## src/rtl/aes_pkg.sv

```systemverilog
// rtl/aes_pkg.sv - shared types and constants for the AES round sequencer
package aes_pkg;

  localparam int AES_NR_128  = 10;
  localparam int AES_BLOCK_W = 128;

  typedef enum logic [2:0] {
    S_IDLE,
    S_ISSUE,
    S_WAIT,
    S_DONE,
    S_ERROR
  } seq_state_t;

  // Enum value doubles as the bit index on stage_start_out / stage_valid_in
  typedef enum logic [1:0] {
    ST_SB  = 2'd0,
    ST_SR  = 2'd1,
    ST_MC  = 2'd2,
    ST_ARK = 2'd3
  } stage_t;

  function automatic logic [3:0] stage_onehot(input stage_t s);
    return 4'b0001 << s;
  endfunction

endpackage

```

## src/rtl/aes_stage_watchdog.sv

```systemverilog
// rtl/aes_stage_watchdog.sv - stage response watchdog (counter + compare)
module aes_stage_watchdog #(
  parameter int TIMEOUT_CYCLES = 255
) (
  input  logic clk_in,
  input  logic rst_in,
  input  logic clear_in,
  input  logic count_in,
  output logic expired_out
);

  localparam int CW = $clog2(TIMEOUT_CYCLES + 1);
  localparam logic [CW-1:0] LAST = CW'(TIMEOUT_CYCLES - 1);

  logic [CW-1:0] cnt_q, cnt_d;

  // Saturating count of wait cycles since the last clear
  always_comb begin
    cnt_d = cnt_q;
    if (clear_in) begin
      cnt_d = '0;
    end else if (count_in && (cnt_q != LAST)) begin
      cnt_d = cnt_q + CW'(1);
    end
  end

  // Counter register
  always_ff @(posedge clk_in or negedge rst_in) begin
    if (!rst_in) begin
      cnt_q <= '0;
    end else begin
      cnt_q <= cnt_d;
    end
  end

  // Fires during the last allowed wait cycle
  assign expired_out = count_in && (cnt_q == LAST);

endmodule

```

## src/rtl/aes_round_sequencer.sv

```systemverilog
// rtl/aes_round_sequencer.sv - AES-128 round sequencer; optional stage timeout via AES_SEQ_TIMEOUT_EN
module aes_round_sequencer
  import aes_pkg::*;
#(
  parameter int NR             = AES_NR_128,
  parameter int TIMEOUT_CYCLES = 255
) (
  input  logic                   clk_in,
  input  logic                   rst_in,
  input  logic                   start_in,
  input  logic [AES_BLOCK_W-1:0] block_in,
  output logic                   ready_out,
  output logic [AES_BLOCK_W-1:0] result_out,
  output logic                   valid_out,
  output logic                   error_out,
  output logic [3:0]             key_idx_out,
  output logic [AES_BLOCK_W-1:0] stage_block_out,
  output logic [3:0]             stage_start_out,
  input  logic [3:0]             stage_valid_in,
  input  logic [AES_BLOCK_W-1:0] sb_result_in,
  input  logic [AES_BLOCK_W-1:0] sr_result_in,
  input  logic [AES_BLOCK_W-1:0] mc_result_in,
  input  logic [AES_BLOCK_W-1:0] ark_result_in
);

  localparam logic [3:0] LAST_ROUND = 4'(NR);

  seq_state_t             state_q, state_d;
  stage_t                 stage_q, stage_d;
  logic [3:0]             round_q, round_d;
  logic [AES_BLOCK_W-1:0] blk_q, blk_d;
  logic [AES_BLOCK_W-1:0] res_q, res_d;
  logic                   valid_q, valid_d;
  logic                   act_valid;
  logic [AES_BLOCK_W-1:0] act_result;
  logic                   last_ark;
  logic                   timeout;

  // Only the active stage's valid and result are ever looked at
  always_comb begin
    act_valid  = stage_valid_in[stage_q];
    act_result = ark_result_in;
    case (stage_q)
      ST_SB:   act_result = sb_result_in;
      ST_SR:   act_result = sr_result_in;
      ST_MC:   act_result = mc_result_in;
      default: act_result = ark_result_in;
    endcase
  end

  assign last_ark = (stage_q == ST_ARK) && (round_q == LAST_ROUND);

`ifdef AES_SEQ_TIMEOUT_EN
  logic wd_expired;
  logic error_q, error_d;

  aes_stage_watchdog #(
    .TIMEOUT_CYCLES(TIMEOUT_CYCLES)
  ) u_watchdog (
    .clk_in      (clk_in),
    .rst_in      (rst_in),
    .clear_in    (state_q == S_ISSUE),
    .count_in    (state_q == S_WAIT),
    .expired_out (wd_expired)
  );

  assign timeout = wd_expired;

  // Sticky error: set on timeout, cleared by the next accepted start
  always_comb begin
    error_d = error_q;
    if ((state_q == S_IDLE) && start_in) begin
      error_d = 1'b0;
    end else if ((state_q == S_WAIT) && !act_valid && wd_expired) begin
      error_d = 1'b1;
    end
  end

  // Error flag register
  always_ff @(posedge clk_in or negedge rst_in) begin
    if (!rst_in) begin
      error_q <= 1'b0;
    end else begin
      error_q <= error_d;
    end
  end

  assign error_out = error_q;
`else
  assign timeout   = 1'b0;
  assign error_out = 1'b0;
`endif

  // Next-state: walk ARK | (SB,SR,MC,ARK)x(NR-1) | SB,SR,ARK one stage at a time
  always_comb begin
    state_d = state_q;
    stage_d = stage_q;
    round_d = round_q;
    blk_d   = blk_q;
    res_d   = res_q;
    valid_d = 1'b0;
    case (state_q)
      S_IDLE: begin
        if (start_in) begin
          blk_d   = block_in;
          round_d = 4'd0;
          stage_d = ST_ARK;
          state_d = S_ISSUE;
        end
      end
      S_ISSUE: begin
        state_d = S_WAIT;
      end
      S_WAIT: begin
        if (act_valid) begin
          blk_d = act_result;
          if (last_ark) begin
            state_d = S_DONE;
          end else begin
            state_d = S_ISSUE;
            case (stage_q)
              ST_SB:   stage_d = ST_SR;
              ST_SR:   stage_d = (round_q == LAST_ROUND) ? ST_ARK : ST_MC;
              ST_MC:   stage_d = ST_ARK;
              default: begin
                stage_d = ST_SB;
                round_d = round_q + 4'd1;
              end
            endcase
          end
        end else if (timeout) begin
          state_d = S_ERROR;
        end
      end
      S_DONE: begin
        res_d   = blk_q;
        valid_d = 1'b1;
        state_d = S_IDLE;
      end
      S_ERROR: begin
        state_d = S_IDLE;
      end
      default: begin
        state_d = S_IDLE;
      end
    endcase
  end

  // Sequencer state registers; reset aborts any block in flight
  always_ff @(posedge clk_in or negedge rst_in) begin
    if (!rst_in) begin
      state_q <= S_IDLE;
      stage_q <= ST_ARK;
      round_q <= 4'd0;
      blk_q   <= '0;
      res_q   <= '0;
      valid_q <= 1'b0;
    end else begin
      state_q <= state_d;
      stage_q <= stage_d;
      round_q <= round_d;
      blk_q   <= blk_d;
      res_q   <= res_d;
      valid_q <= valid_d;
    end
  end

  assign ready_out       = rst_in && (state_q == S_IDLE);
  assign result_out      = res_q;
  assign valid_out       = valid_q;
  assign key_idx_out     = round_q;
  assign stage_block_out = blk_q;
  assign stage_start_out = (state_q == S_ISSUE) ? stage_onehot(stage_q) : 4'b0000;

endmodule

```

## config.mk

```make
export PLATFORM = sky130hd
export DESIGN_NAME = aes_round_sequencer
export DESIGN_NICKNAME = d
export VERILOG_FILES = /design/src/rtl/aes_pkg.sv /design/src/rtl/aes_stage_watchdog.sv /design/src/rtl/aes_round_sequencer.sv
export SDC_FILE = /design/constraint.sdc
export NUM_CORES = 1
export LEC_CHECK = 0
export ABC_CLOCK_PERIOD_IN_PS = 3770
export CAP_MARGIN = 10
export CORE_AREA = 2 2 354 356
export DETAILED_ROUTE_END_ITERATION = 6
export DIE_AREA = 0 0 356 358
export SETUP_SLACK_MARGIN = 0.1
export SLEW_MARGIN = 10
export SYNTH_ARGS = -nofsm -noshare
export SYNTH_HDL_FRONTEND = slang
export SYNTH_HIERARCHICAL = 1
export SYNTH_SLANG_ARGS = --single-unit
```

## constraint.sdc

```tcl
create_clock -name clk_in -period 3.77 [get_ports clk_in]
set_input_delay 0.377 -clock clk_in [delete_from_list [all_inputs] [get_ports clk_in]]
set_output_delay 0.377 -clock clk_in [all_outputs]
set_load 0.01 [all_outputs]
```

# Word-level counts from Yosys, hierarchy flattened
# Cells that the tools add are included.
# totals
register_bits,266
input_bits,647
out_inout_bits,267
elab_cells,53
# op_classes
add_sub_neg,1
order_cmp,1
eq_ne,11
n_shift,1
muxes,23
reduce_logical,10
# ops
operator,count
128-bit case mux with 3 select lines,1
128-bit 2-to-1 mux,2
128-bit case mux with 2 select lines,1
4-bit 2-to-1 mux,5
3-bit case mux with 3 select lines,1
2-bit 2-to-1 mux,4
"2-bit inequality test, second input constant",4
4-bit case mux with 2 select lines,1
"3-bit by 2-bit equality test with 1-bit output, second input constant",2
3-bit 2-to-1 mux,2
2-bit case mux with 3 select lines,1
5-bit AND reduction,1
"4-bit by 1-bit adder with 4-bit output, second input constant",1
"2-bit equality test, second input constant",2
"4-bit equality test, second input constant",1
2-bit case mux with 2 select lines,1
4-bit AND reduction,1
"1-bit by 2-bit left shift with 4-bit output, first input constant",1
"3-bit by 1-bit equality test with 1-bit output, second input constant",1
3-bit zero test,1
"2-bit by 3-bit less-than comparator with 1-bit output, second input constant",1
1-bit 2-to-1 mux,3
3-bit AND reduction,1
3-bit OR reduction,1
6 further kinds,7

# Depth between registers and ports, before layout
# Gate-level depths: netlist of the first run.
# depth
word_depth,6
ltp_mapped,8
mapped_depth_nobuf,6

# Worst setup path before layout of the first run
# No wires, ideal clock.
# synth_path
kind,reg2reg
from,register stage_q[0]
to,"register blk_q[80], in the netlist stage_block_out[80]"
setup_ns,0.126
arrival_time_ns,1.841
t_required_ns,3.644
slack_ns,1.803
stages_incl_launch_ff,9
n_path_buf,2
period_less_slack_ns,1.967
cell_sequence,dfstp_2 inv_1 ha_1 clkbuf_1 clkbuf_1 a222oi_1 o21ai_0 mux2i_1 a21oi_1
# synth_via
elab_chain_len,4
elab_cells_between_ends,10
classes_between,3 x eq/ne; 5 x mux; 2 x reduce/logical
# synth_rtl
element,line,text
start: declaration,aes_round_sequencer.sv:29,"stage_t stage_q, stage_d;"
start signal: assignment,aes_round_sequencer.sv:160,stage_q <= stage_d;
2-bit equality test (tied with other cells),aes_round_sequencer.sv:43,case (stage_q)
128-bit case mux with 3 select lines / 1-bit 2-to-1 mux (equally long branches),"aes_round_sequencer.sv:43, aes_round_sequencer.sv:41",
128-bit 2-to-1 mux / 2-bit inequality test (equally long branches),n/a,
128-bit case mux with 2 select lines / 3-bit AND reduction (equally long branches),n/a,
end signal: assignment,aes_round_sequencer.sv:162,blk_q <= blk_d;
end: declaration,aes_round_sequencer.sv:31,"logic [AES_BLOCK_W-1:0] blk_q, blk_d;"
# Several ways; a longest one is shown, not always the timed one. The select of a mux whose other input is x is not followed.
# A chain may end at the register's enable or synchronous reset.

# Worst setup path in the final report of the first run
# layout_path
from,register stage_q[0]
to,output stage_start_out[1]
# layout_via
elab_chain_len,2
# layout_rtl
element,line,text
1-bit by 2-bit left shift with 4-bit output,aes_pkg.sv:24,return 4'b0001 << s;
4-bit 2-to-1 mux,aes_round_sequencer.sv:173,assign stage_start_out = (state_q == S_ISSUE) ? stage_onehot(stage_q) : 4'b0000;
end: declaration,aes_round_sequencer.sv:18,"output logic [3:0] stage_start_out,"
# No other way between the ends.

==> metrics.csv, run 1 <==
stage,metric,value,unit
synth,Yosys top cell area share,47.50,%
worst_setup_path,Crit-path slowest cell,clkdlybuf4s50_1,
worst_setup_path,Crit. End Element,output port,
floorplan,Die W,356,um
global_routing,total gr overflow,0,
global_routing,GRT Total Usage,12.96,%
floorplan,Die Height,358,um
hold_path,min-delay worst type,in -> async,
timing,RSZ-0062 raised after global routing,no,
clock_network,CTS root buffer,clkbuf_16,
worst_setup_path,CP Buf/Inv Count,1,
synth,Yosys warnings,6,
global_routing,vias in the first global route,14430,
floorplan,Die ar.,127400,um2
drt,Iter 0 DRT Violations,1490,
drt,remaining antenna violation count,0,
placed_design,Setup WS pre-CTS,0.8677,ns
drt,DR WL/cell,22.93,um
timing,Setup TNS,0,ns
global_routing,global-route wire length before repair,116100,um
clock_network,clock slew at reported path FFs,0.06,ns
clock_network,clk buf depth,3,
floorplan,Starting Density,11.24,%
timing,WHS,0.2619,ns
worst_setup_path,Critical Path Stages,3,
run,maximum capacitance violations,0,
drt,first-pass detailed-route iteration total,7,
placed_design,HPWL reported at the end of detailed placement,71900,um
global_routing,initial antenna violation count,19,
timing,Rel. slew slack,28.78,%
clock_network,# clock sinks,265,
worst_setup_path,Crit Path Max Fanout,29,
worst_setup_path,Critical Path Start Type,flop,
pwr,Max IR drop VDD,0.6692,mV
final_layout,Reg area,6634,um2
pwr,P_leak,9.660,nW
clock_network,Post-CTS Setup Inserts,0,
synth,syn nets,1996,
timing,count of final hold-check violations,0,
timing,crit share post-route,79.81,%
final_layout,fin cells,3867,
worst_setup_path,max incr delay on CP,0.73,ns
worst_setup_path,Crit Path Category,reg -> out,
final_layout,layout net count,2850,
worst_setup_path,worst path cell trace,ha_4 -> and2_1 -> clkdlybuf4s50_1,
timing,# setup viols final,0,
drt,DRC viols,3,
final_layout,layout cells sized above 1,10.39,%
placed_design,Placed Cells,3793,
worst_setup_path,critical path's top delay family,buffers and inverters,
synth,synth top area cells,"dfrtp_1 (48%), mux2_2 (10%), mux2i_1 (9.4%), a222oi_1 (9.2%), o21ai_0 (4.7%)",
global_routing,met3 usage,3.898,%
final_layout,footprint of the multi-input gates,6701,um2
clock_network,CTS tree,built,
synth,Netlist Area Pre-Place,13850,um2
global_routing,gr busiest metal,met2,
placed_design,Buffers on Ports,912,
synth,Mapped Avg Cell Area,10.32,um2
worst_setup_path,Reg-to-Reg End,stage_block_out[18],
timing,minimum clock period,3.009,ns
timing,worst slew pin tran,1.068,ns
synth,post-synthesis sequential area ratio,47.88,%
run_status,failing checks,design-rule violations,
clock_network,number of CTS-inserted buffers,37,
final_layout,FILL cells,13480,
synth,number of library cell types mapped by synthesis,30,
drt,overall routed net length,88680,um
placed_design,gpl congestion,0.8619,
worst_setup_path,Worst R2R Path Depth,7,
worst_setup_path,Critical Path AT,2.63,ns
pwr,PwrDens,783.4,nW/um2
global_routing,GR Layer Usage met2,20.73,%
synth,#FFs+latches synth,265,
timing,Max Clock Freq,332.4,MHz
clock_network,Clock Latency Late Sink,0.58,ns
timing,fin. max-slew vios,0,
final_layout,Synth-to-Final Area Change,89.16,%
worst_setup_path,Critical Path RT,3.39,ns
floorplan,CORE AREA,123300,um2
clock_network,Resized cells post-CTS,0,
clock_network,H-Tree Depth,2,
synth,Yosys top cell by area,dfrtp_1,
worst_setup_path,FF-to-FF Start,stage_q[0],
global_routing,met1 usage in global routing,16.80,%
run_status,outcome,finished with violations,
timing,Worst Slack Setup Final,0.7613,ns
drt,Via Count,15000,
floorplan,num rows,129,
timing,Fin Clk Skew,0.01923,ns
worst_setup_path,flop-to-flop setup slack,0.92,ns
global_routing,largest net degree at the start of global routing,140,
floorplan,I/O pin total,914,
synth,Gate Count Post-Synth,1342,
drt,Via density,3.878,
-- cell usage in the layout (no fill, tap or decap), drive strengths merged, types with 3 or more instances in the layout --
master	Yosys	layout
clkbuf	67	48
a21o	3	3
a21oi	129	129
diode	0	6
nand3	3	3
clkdlybuf4s50	0	911
and2	5	5
clkinv	0	7
buf	61	31
mux2	128	128
a222oi	128	128
dfrtp	263	263
o22a	3	3
nor2	130	130
inv	5	9
nand2	132	132
mux2i	130	130
ha	7	7
bufinv	0	6
o21ai	130	130
-- logic make-up after synthesis --
kind of cell,after synthesis,synth area share (%)
DFF,265,47.88
buffers and inverters,133,4.299
AOI/OAI and AO/OA,395,19.12
other,1,0.02707
adders and majority gates,7,0.6321
muxes,259,19.96
and+or+nand+nor,282,8.083
-- metrics by stage --
stage	util, %	power [mW]	instance area, um2
floorplan	-	10.40	13850
global placement	20.17	16.86	24870
detailed placement	20.17	16.95	24870
CTS	21.24	20.95	26190
global route	21.24	21.79	26200
finish	21.25	20.53	26210
-- worst register-to-register path, stage by stage, from the launching register on --
cell      delay [ns]
dfstp_2         0.66
inv_1           0.16
ha_4            0.29
buf_4           0.36
a222oi_1        0.77
o21ai_0         0.17
mux2i_1         0.20
a21oi_1         0.09
-- flip-flops by register name, indices dropped and copies added, names as in the netlist --
register	flops
stage_q	2
stage_block_out	128
result_out	128
key_idx_out	4
state_q	2
valid_out	1
-- power by group --
| group | total [mW] | switching (mW) | internal [mW] | leakage [nW] |
|---|---|---|---|---|
| logic | 11.2 | 5.80 | 5.40 | 6.03 |
| clock network | 3.82 | 1.45 | 2.37 | 0.640 |
| registers | 5.51 | 1.19 | 4.32 | 2.99 |
| total | 20.5 | 8.44 | 12.1 | 9.66 |
-- layout make-up --
class / instances / area share, %
clock buffers: 48 / 3.967
clock inverters: 19 / 1.026
multi-input cells: 944 / 25.57
repair buffers: 943 / 36.18
inverters: 5 / 0.07161
flip-flops and latches: 265 / 25.31
diodes: 6 / 0.05729
well taps: 1637 / 7.815
-- how the worst max path moves through the flow --
stage               start                  end
6_report       stage_q[0]   stage_start_out[1]
5_1_grt        stage_q[0]   stage_start_out[1]
4_1_cts        stage_q[0]   stage_start_out[1]
3_5_place_dp   stage_q[1]  stage_block_out[18]
3_3_place_gp   stage_q[0]  stage_block_out[18]
2_1_floorplan  stage_q[0]  stage_block_out[80]
-- cell usage after synthesis --
cell	instances
dfrtp_1	263
and2_1	5
nor2_1	130
nand3b_1	2
ha_1	7
nor2b_1	2
buf_4	12
o21a_1	1
o221ai_2	1
a21oi_1	129
o22a_1	3
dfstp_2	2
nand2b_1	1
mux2_2	128
mux4_2	1
a222oi_1	128
a21o_1	3
buf_1	8
nand3_1	3
mux2i_1	130
clkbuf_1	67
nand4_1	1
o21ai_0	130
nand4b_1	2
nor3b_1	2
inv_1	5
buf_2	41
or3b_1	2
nand2_1	132
conb_1	1
-- routing by layer --
layer / vias up / share of wire, % / wire [um]
li1: 6758 / - / -
met1: 7291 / 43 / 37840
met2: 826 / 46 / 40600
met3: 114 / 8.8 / 7818
met4: 8 / 2.7 / 2364
met5: - / 0.055 / 49
-- timing repair --
action | 4_1_cts | 5_1_grt
endpoints found under the hold margin | 23 | 0
endpoints found under the setup margin | 0 | 0
hold buffers | 1 | 0
Power figures use the tool's default switching activity.
==> inputs of run 2 (changes only) <==
- ABC_CLOCK_PERIOD_IN_PS: 3770 -> 2700
- clock period: 3.77 -> 2.7 ns (I/O delays scaled with it)
==> metrics.csv, run 2 (synthesis gave the netlist of run 1 again) <==
stage,metric,value,unit,change
timing,count of final hold-check violations,0,,unchanged
timing,worst slew pin tran,1.012,ns,-0.05618 ns
timing,minimum clock period,2.519,ns,
worst_setup_path,worst path cell trace,nor3b_1 -> clkdlybuf4s50_1,,
global_routing,GRT Total Usage,13.59,%,+0.63 points
timing,Rel. slew slack,31.81,%,+3.0 points
worst_setup_path,critical path's top delay family,buffers and inverters,,
global_routing,GR Layer Usage met2,22.40,%,+1.7 points
global_routing,largest net degree at the start of global routing,126,,-10%
floorplan,I/O pin total,914,,unchanged
global_routing,vias in the first global route,15100,,+4.7%
worst_setup_path,Critical Path AT,2.25,ns,-0.38 ns
worst_setup_path,Worst R2R Path Depth,6,,-1
floorplan,num rows,129,,unchanged
global_routing,global-route wire length before repair,120800,um,+4.0%
floorplan,Die Height,358,um,unchanged
final_layout,layout cells sized above 1,12.02,%,+1.6 points
timing,Fin Clk Skew,0.01896,ns,-0.0002677 ns
drt,Iter 0 DRT Violations,1340,,-10%
placed_design,gpl congestion,0.8875,,+3.0%
pwr,PwrDens,1095,nW/um2,+40%
clock_network,CTS root buffer,clkbuf_16,,
worst_setup_path,Crit-path slowest cell,clkdlybuf4s50_1,,
timing,RSZ-0062 raised after global routing,yes,,
drt,DR WL/cell,23.68,um,+3.3%
worst_setup_path,Critical Path Start Type,flop,,
worst_setup_path,CP Buf/Inv Count,1,,unchanged
drt,first-pass detailed-route iteration total,6,,-1
worst_setup_path,Crit Path Max Fanout,11,,-62%
worst_setup_path,Critical Path End,ready_out,,
hold_path,min-delay worst type,in -> async,,
drt,DRC viols,0,,-3
pwr,P_leak,9.902,nW,+2.5%
clock_network,# clock sinks,265,,unchanged
floorplan,Die W,356,um,unchanged
clock_network,number of CTS-inserted buffers,37,,unchanged
timing,Worst Slack Setup Final,0.1808,ns,-0.5805 ns
worst_setup_path,Reg-to-Reg End,stage_block_out[110],,
clock_network,clk buf depth,3,,unchanged
drt,overall routed net length,92440,um,+4.2%
timing,fin. max-slew vios,0,,unchanged
floorplan,Starting Density,11.24,%,unchanged
worst_setup_path,flop-to-flop setup slack,0.22,ns,-0.70 ns
worst_setup_path,Critical Path Stages,2,,-1
clock_network,H-Tree Depth,2,,unchanged
run_status,outcome,finished clean,,
timing,# setup viols final,0,,unchanged
floorplan,Die ar.,127400,um2,unchanged
global_routing,met3 usage,4.326,%,+0.43 points
placed_design,Buffers on Ports,912,,unchanged
pwr,Max IR drop VDD,0.6168,mV,-7.8%
drt,Via Count,15050,,+0.35%
worst_setup_path,Critical Path RT,2.43,ns,-0.96 ns
worst_setup_path,Crit Path Category,reg -> out,,
worst_setup_path,Worst Setup SP,state_q[1],,
final_layout,layout net count,2891,,+1.4%
worst_setup_path,Crit. End Element,output port,,
timing,Max Clock Freq,396.9,MHz,
drt,Via density,3.855,,-0.60%
clock_network,clock slew at reported path FFs,0.06,ns,about the same
placed_design,Setup WS pre-CTS,-0.07242,ns,-0.9401 ns
worst_setup_path,FF-to-FF Start,stage_q[1],,
worst_setup_path,max incr delay on CP,0.78,ns,+0.05 ns
placed_design,HPWL reported at the end of detailed placement,74540,um,+3.7%
final_layout,"most common cell after layout, fill and taps aside",clkdlybuf4s50_1,,
run,maximum capacitance violations,0,,unchanged
pwr,total power,29.15,mW,+42%
clock_network,CTS tree,built,,
floorplan,CORE AREA,123300,um2,unchanged
final_layout,fin util,21.59,%,+0.34 points
final_layout,Synth-to-Final Area Change,92.19,%,
global_routing,initial antenna violation count,22,,+3
global_routing,met1 usage in global routing,16.96,%,+0.16 points
drt,remaining antenna violation count,0,,unchanged
global_routing,total gr overflow,0,,unchanged
timing,crit share post-route,93.31,%,
global_routing,gr busiest metal,met2,,
final_layout,most frequent cells in the layout,"clkdlybuf4s50_1 (909), dfrtp_1 (262), nand2_1 (131), o21ai_0 (130), nor2_1 (130)",,
clock_network,Clock Latency Late Sink,0.57,ns,about the same
[run 2: power breakdown]
| group | switching (mW) | total, mW | leakage [nW] | internal (mW) |
|---|---|---|---|---|
| sequential | 1.63 | 7.66 | 2.99 | 6.03 |
| combinational | 8.50 | 16.5 | 6.33 | 8.01 |
| clock | 2.00 | 4.98 | 0.577 | 2.98 |
| total | 12.1 | 29.2 | 9.90 | 17.0 |
[run 2: layout make-up]
class                   count  area (um2)
diodes                      4       10.01
inverters                   5       18.77
repair buffers            984       10000
fillers                 13420       96690
flip-flops and latches    265        6635
well taps                1637        2048
clock inverters            13       157.7
multi-input cells         944        6714
clock buffers              52        1042
[run 2: timing repair]
item	CTS	global route
buffers inserted	12	0
setup endpoints to repair	6	4
pin swaps	3	0
gates resized for setup	3	6
hold buffers	1	0
hold endpoints to repair	177	0
[run 2: per-layer routing]
metal	share of wire [%]	vias up	wire, um
met3	9.1	110	8416
li1	-	6831	-
met2	47	819	43470
met4	2.6	6	2362
met1	41	7284	38160
met5	0.031	-	29
[run 2: how the worst min path moves through the flow]
stage	start	to	slack (ns)	cells past startpoint
floorplan	rst_in	key_idx_out[0]	-0.03	0
global placement	rst_in	result_out[122]	0.1	1
detailed placement	rst_in	result_out[122]	0.1	1
CTS	rst_in	result_out[115]	0.08	2
global route	rst_in	result_out[115]	0.11	2
finish	rst_in	result_out[110]	0.13	2
[run 2: worst reg2reg max path, cell delays in order, from the launching register on]
cell	delay [ns]
dfstp_2	0.57
ha_4	0.17
buf_16	0.23
a222oi_1	0.22
o21ai_0	0.81
mux2i_1	0.22
a21oi_1	0.19
[run 2: metrics by stage]
| step | area [um2] | hold slack, ns | setup TNS, ns | std cells |
|---|---|---|---|---|
| detailed placement | 25240 | 0.09559 | -0.07242 | 3822 |
| floorplan | 13850 | -0.02559 | 0 | 1342 |
| CTS | 26600 | 0.07933 | 0 | 3900 |
| global route | 26620 | 0.1085 | 0 | 3900 |
| global placement | 25240 | 0.09789 | -0.05478 | 3822 |
| finish | 26630 | 0.1300 | 0 | 3904 |
==> inputs of run 3 (changes only) <==
- CAP_MARGIN: 10 -> not set
- CELL_PAD_IN_SITES_DETAIL_PLACEMENT: not set -> 0
- CELL_PAD_IN_SITES_GLOBAL_PLACEMENT: not set -> 2
- CORE_AREA: 2 2 354 356 -> 2 2 355 357
- DIE_AREA: 0 0 356 358 -> 0 0 357 359
- PLACE_DENSITY: not set -> 0.59
==> metrics.csv, run 3 (synthesis gave the netlist of run 1 again) <==
stage,metric,value,unit,change
run_status,outcome,finished with violations,,
run_status,failing checks,design-rule violations,,
worst_setup_path,FF-to-FF Start,stage_q[0],,
clock_network,H-Tree Depth,2,,unchanged
floorplan,I/O pin total,914,,unchanged
final_layout,layout net count,2935,,+1.5%
worst_setup_path,Reg-to-Reg End,stage_block_out[20],,
drt,DRC viols,1,,+1
drt,Via Count,15540,,+3.3%
final_layout,most frequent cells in the layout,"clkdlybuf4s50_1 (909), dfrtp_1 (263), nand2_1 (131), mux2i_1 (130), nor2_1 (130)",,
floorplan,Starting Density,11.12,%,-0.12 points
clock_network,clock slew at reported path FFs,0.06,ns,about the same
pwr,NetSw,12.60,mW,+3.9%
clock_network,CTS tree,built,,
timing,Rel. slew slack,41.81,%,+10 points
pwr,Reg power frac,25.3,%,-1.0 points
pwr,Pint,17.95,mW,+5.4%
worst_setup_path,Critical Path Start Type,flop,,
clock_network,Clock Latency Late Sink,0.58,ns,about the same
worst_setup_path,Worst Setup SP,stage_q[0],,
drt,DR WL/cell,27.30,um,+15%
clock_network,number of CTS-inserted buffers,38,,+2.7%
timing,fin. max-slew vios,0,,unchanged
worst_setup_path,Crit. End Element,flop,,
placed_design,Buffers on Ports,912,,unchanged
floorplan,Die W,357,um,+0.28%
global_routing,global-route wire length before repair,141800,um,+17%
final_layout,post-route cell area,27220,um2,+2.2%
placed_design,gpl congestion,0.8896,,+0.24%
final_layout,layout cells sized above 1,13.69,%,+1.7 points
clock_network,# clock sinks,265,,unchanged
timing,minimum clock period,2.548,ns,+0.02859 ns
global_routing,GRT Total Usage,16.18,%,+2.6 points
final_layout,FILL cells,13690,,+2.0%
worst_setup_path,Crit Path Max Fanout,14,,+3
pwr,switching share of power,41.23,%,-0.35 points
timing,worst slew pin tran,0.8729,ns,-0.1392 ns
pwr,PwrDens,1122,nW/um2,+2.5%
placed_design,Area after DPL,25460,um2,+0.87%
timing,crit share post-route,94.36,%,+1.1 points
clock_network,CTS root buffer,clkbuf_16,,
placed_design,HPWL reported at the end of detailed placement,85430,um,+15%
pwr,Clk network pwr share,18.3,%,+1.2 points
timing,Fin Clk Skew,0.01680,ns,-0.002156 ns
final_layout,fin util,21.85,%,+0.25 points
pwr,Max IR drop VDD,0.3713,mV,-40%
final_layout,"most common cell after layout, fill and taps aside",clkdlybuf4s50_1,,
floorplan,CORE AREA,124600,um2,+1.0%
final_layout,Synth-to-Final Area Change,96.46,%,
timing,# setup viols final,0,,unchanged
hold_path,min-delay worst type,in -> reg,,
timing,WHS,0.3214,ns,+0.1914 ns
drt,first-pass detailed-route iteration total,7,,+1
worst_setup_path,Critical Path AT,3.00,ns,+0.75 ns
worst_setup_path,Crit Path Category,reg -> reg,,
worst_setup_path,Worst R2R Path Depth,8,,+2
drt,Iter 0 DRT Violations,1386,,+3.4%
global_routing,initial antenna violation count,45,,+100%
clock_network,clk buf depth,3,,unchanged
pwr,part of the power in combinational logic,56.5,%,about the same
drt,remaining antenna violation count,0,,unchanged
global_routing,largest net degree at the start of global routing,115,,-8.7%
run,maximum capacitance violations,0,,unchanged
timing,RSZ-0062 raised after global routing,yes,,
floorplan,num rows,130,,+0.78%
global_routing,total gr overflow,0,,unchanged
floorplan,Die Height,359,um,+0.28%
pwr,P_leak,10.22,nW,+3.3%
worst_setup_path,Critical Path End,stage_block_out[20],,
worst_setup_path,Critical Path RT,3.15,ns,+0.72 ns
floorplan,Die ar.,128200,um2,+0.56%
drt,overall routed net length,108400,um,+17%
drt,Via density,3.913,,+1.5%
timing,count of final hold-check violations,0,,unchanged
timing,Max Clock Freq,392.5,MHz,-1.1%
worst_setup_path,flop-to-flop setup slack,0.15,ns,-0.07 ns
global_routing,vias in the first global route,15860,,+5.0%
-- run 3: cell type report --
type | count | area, um2 | share of cell area (%)
multi-input combinational | 944 | 6701 | 24.62
inverter | 5 | 18.77 | 0.06895
clock inverter | 11 | 191.4 | 0.7033
timing repair buffer | 1027 | 10400 | 38.21
sequential | 265 | 6634 | 24.37
clock buffer | 57 | 1176 | 4.321
tap | 1650 | 2064 | 7.585
antenna | 13 | 32.53 | 0.1195
-- run 3: worst min-delay path by stage --
stage,endpoint,cells past startpoint,startpoint
6_report,stage_block_out[26],3,block_in[26]
3_3_place_gp,stage_block_out[60],2,rst_in
3_5_place_dp,stage_block_out[60],2,rst_in
4_1_cts,stage_block_out[26],3,block_in[26]
5_1_grt,stage_block_out[9],3,block_in[9]
2_1_floorplan,key_idx_out[0],0,rst_in
-- run 3: per-layer routing --
metal	share of wire, %	vias to the layer above	GRT usage (%)
met5	0.20	-	0
met2	47	815	26.55
met1	40	7589	19.47
li1	-	6944	-
met4	2.7	36	4.943
met3	9.6	158	6.107
-- run 3: power groups by stage --
stage | registers [mW] | clock network (mW) | logic (mW)
2_1_floorplan | 8.13 | 0 | 6.39
3_3_place_gp | 7.79 | 0 | 17.0
3_5_place_dp | 7.83 | 0 | 17.0
4_1_cts | 7.79 | 5.85 | 17.6
5_1_grt | 8.02 | 5.97 | 18.5
6_report | 7.71 | 5.58 | 17.3
-- run 3: timing repair --
item                                    CTS  global route
hold endpoints to repair                242             0
gates cloned                              4             0
setup buffers                            17             3
hold buffers                              1             0
endpoints found under the setup margin   18             2
pin swaps                                 5             3
resized for setup                         9             4
-- run 3: stage by stage --
step           TNS [ns]  worst slack [ns]  instances  total power, mW
2_1_floorplan         0            0.7328       1342            14.52
3_3_place_gp    -0.4855           -0.3086       3867            24.80
3_5_place_dp    -0.6245           -0.3143       3867            24.81
4_1_cts               0           0.02903       3957            31.28
5_1_grt               0           0.03521       3969            32.47
6_report              0            0.1522       3972            30.55
-- run 3: worst max-delay path: stages (launching register included) --
cell	delay [ns]
dfstp_2	0.56
inv_1	0.11
ha_4	0.23
buf_8	0.17
buf_8	0.19
a222oi_1	0.75
o21ai_1	0.11
mux2i_1	0.17
a21oi_1	0.08
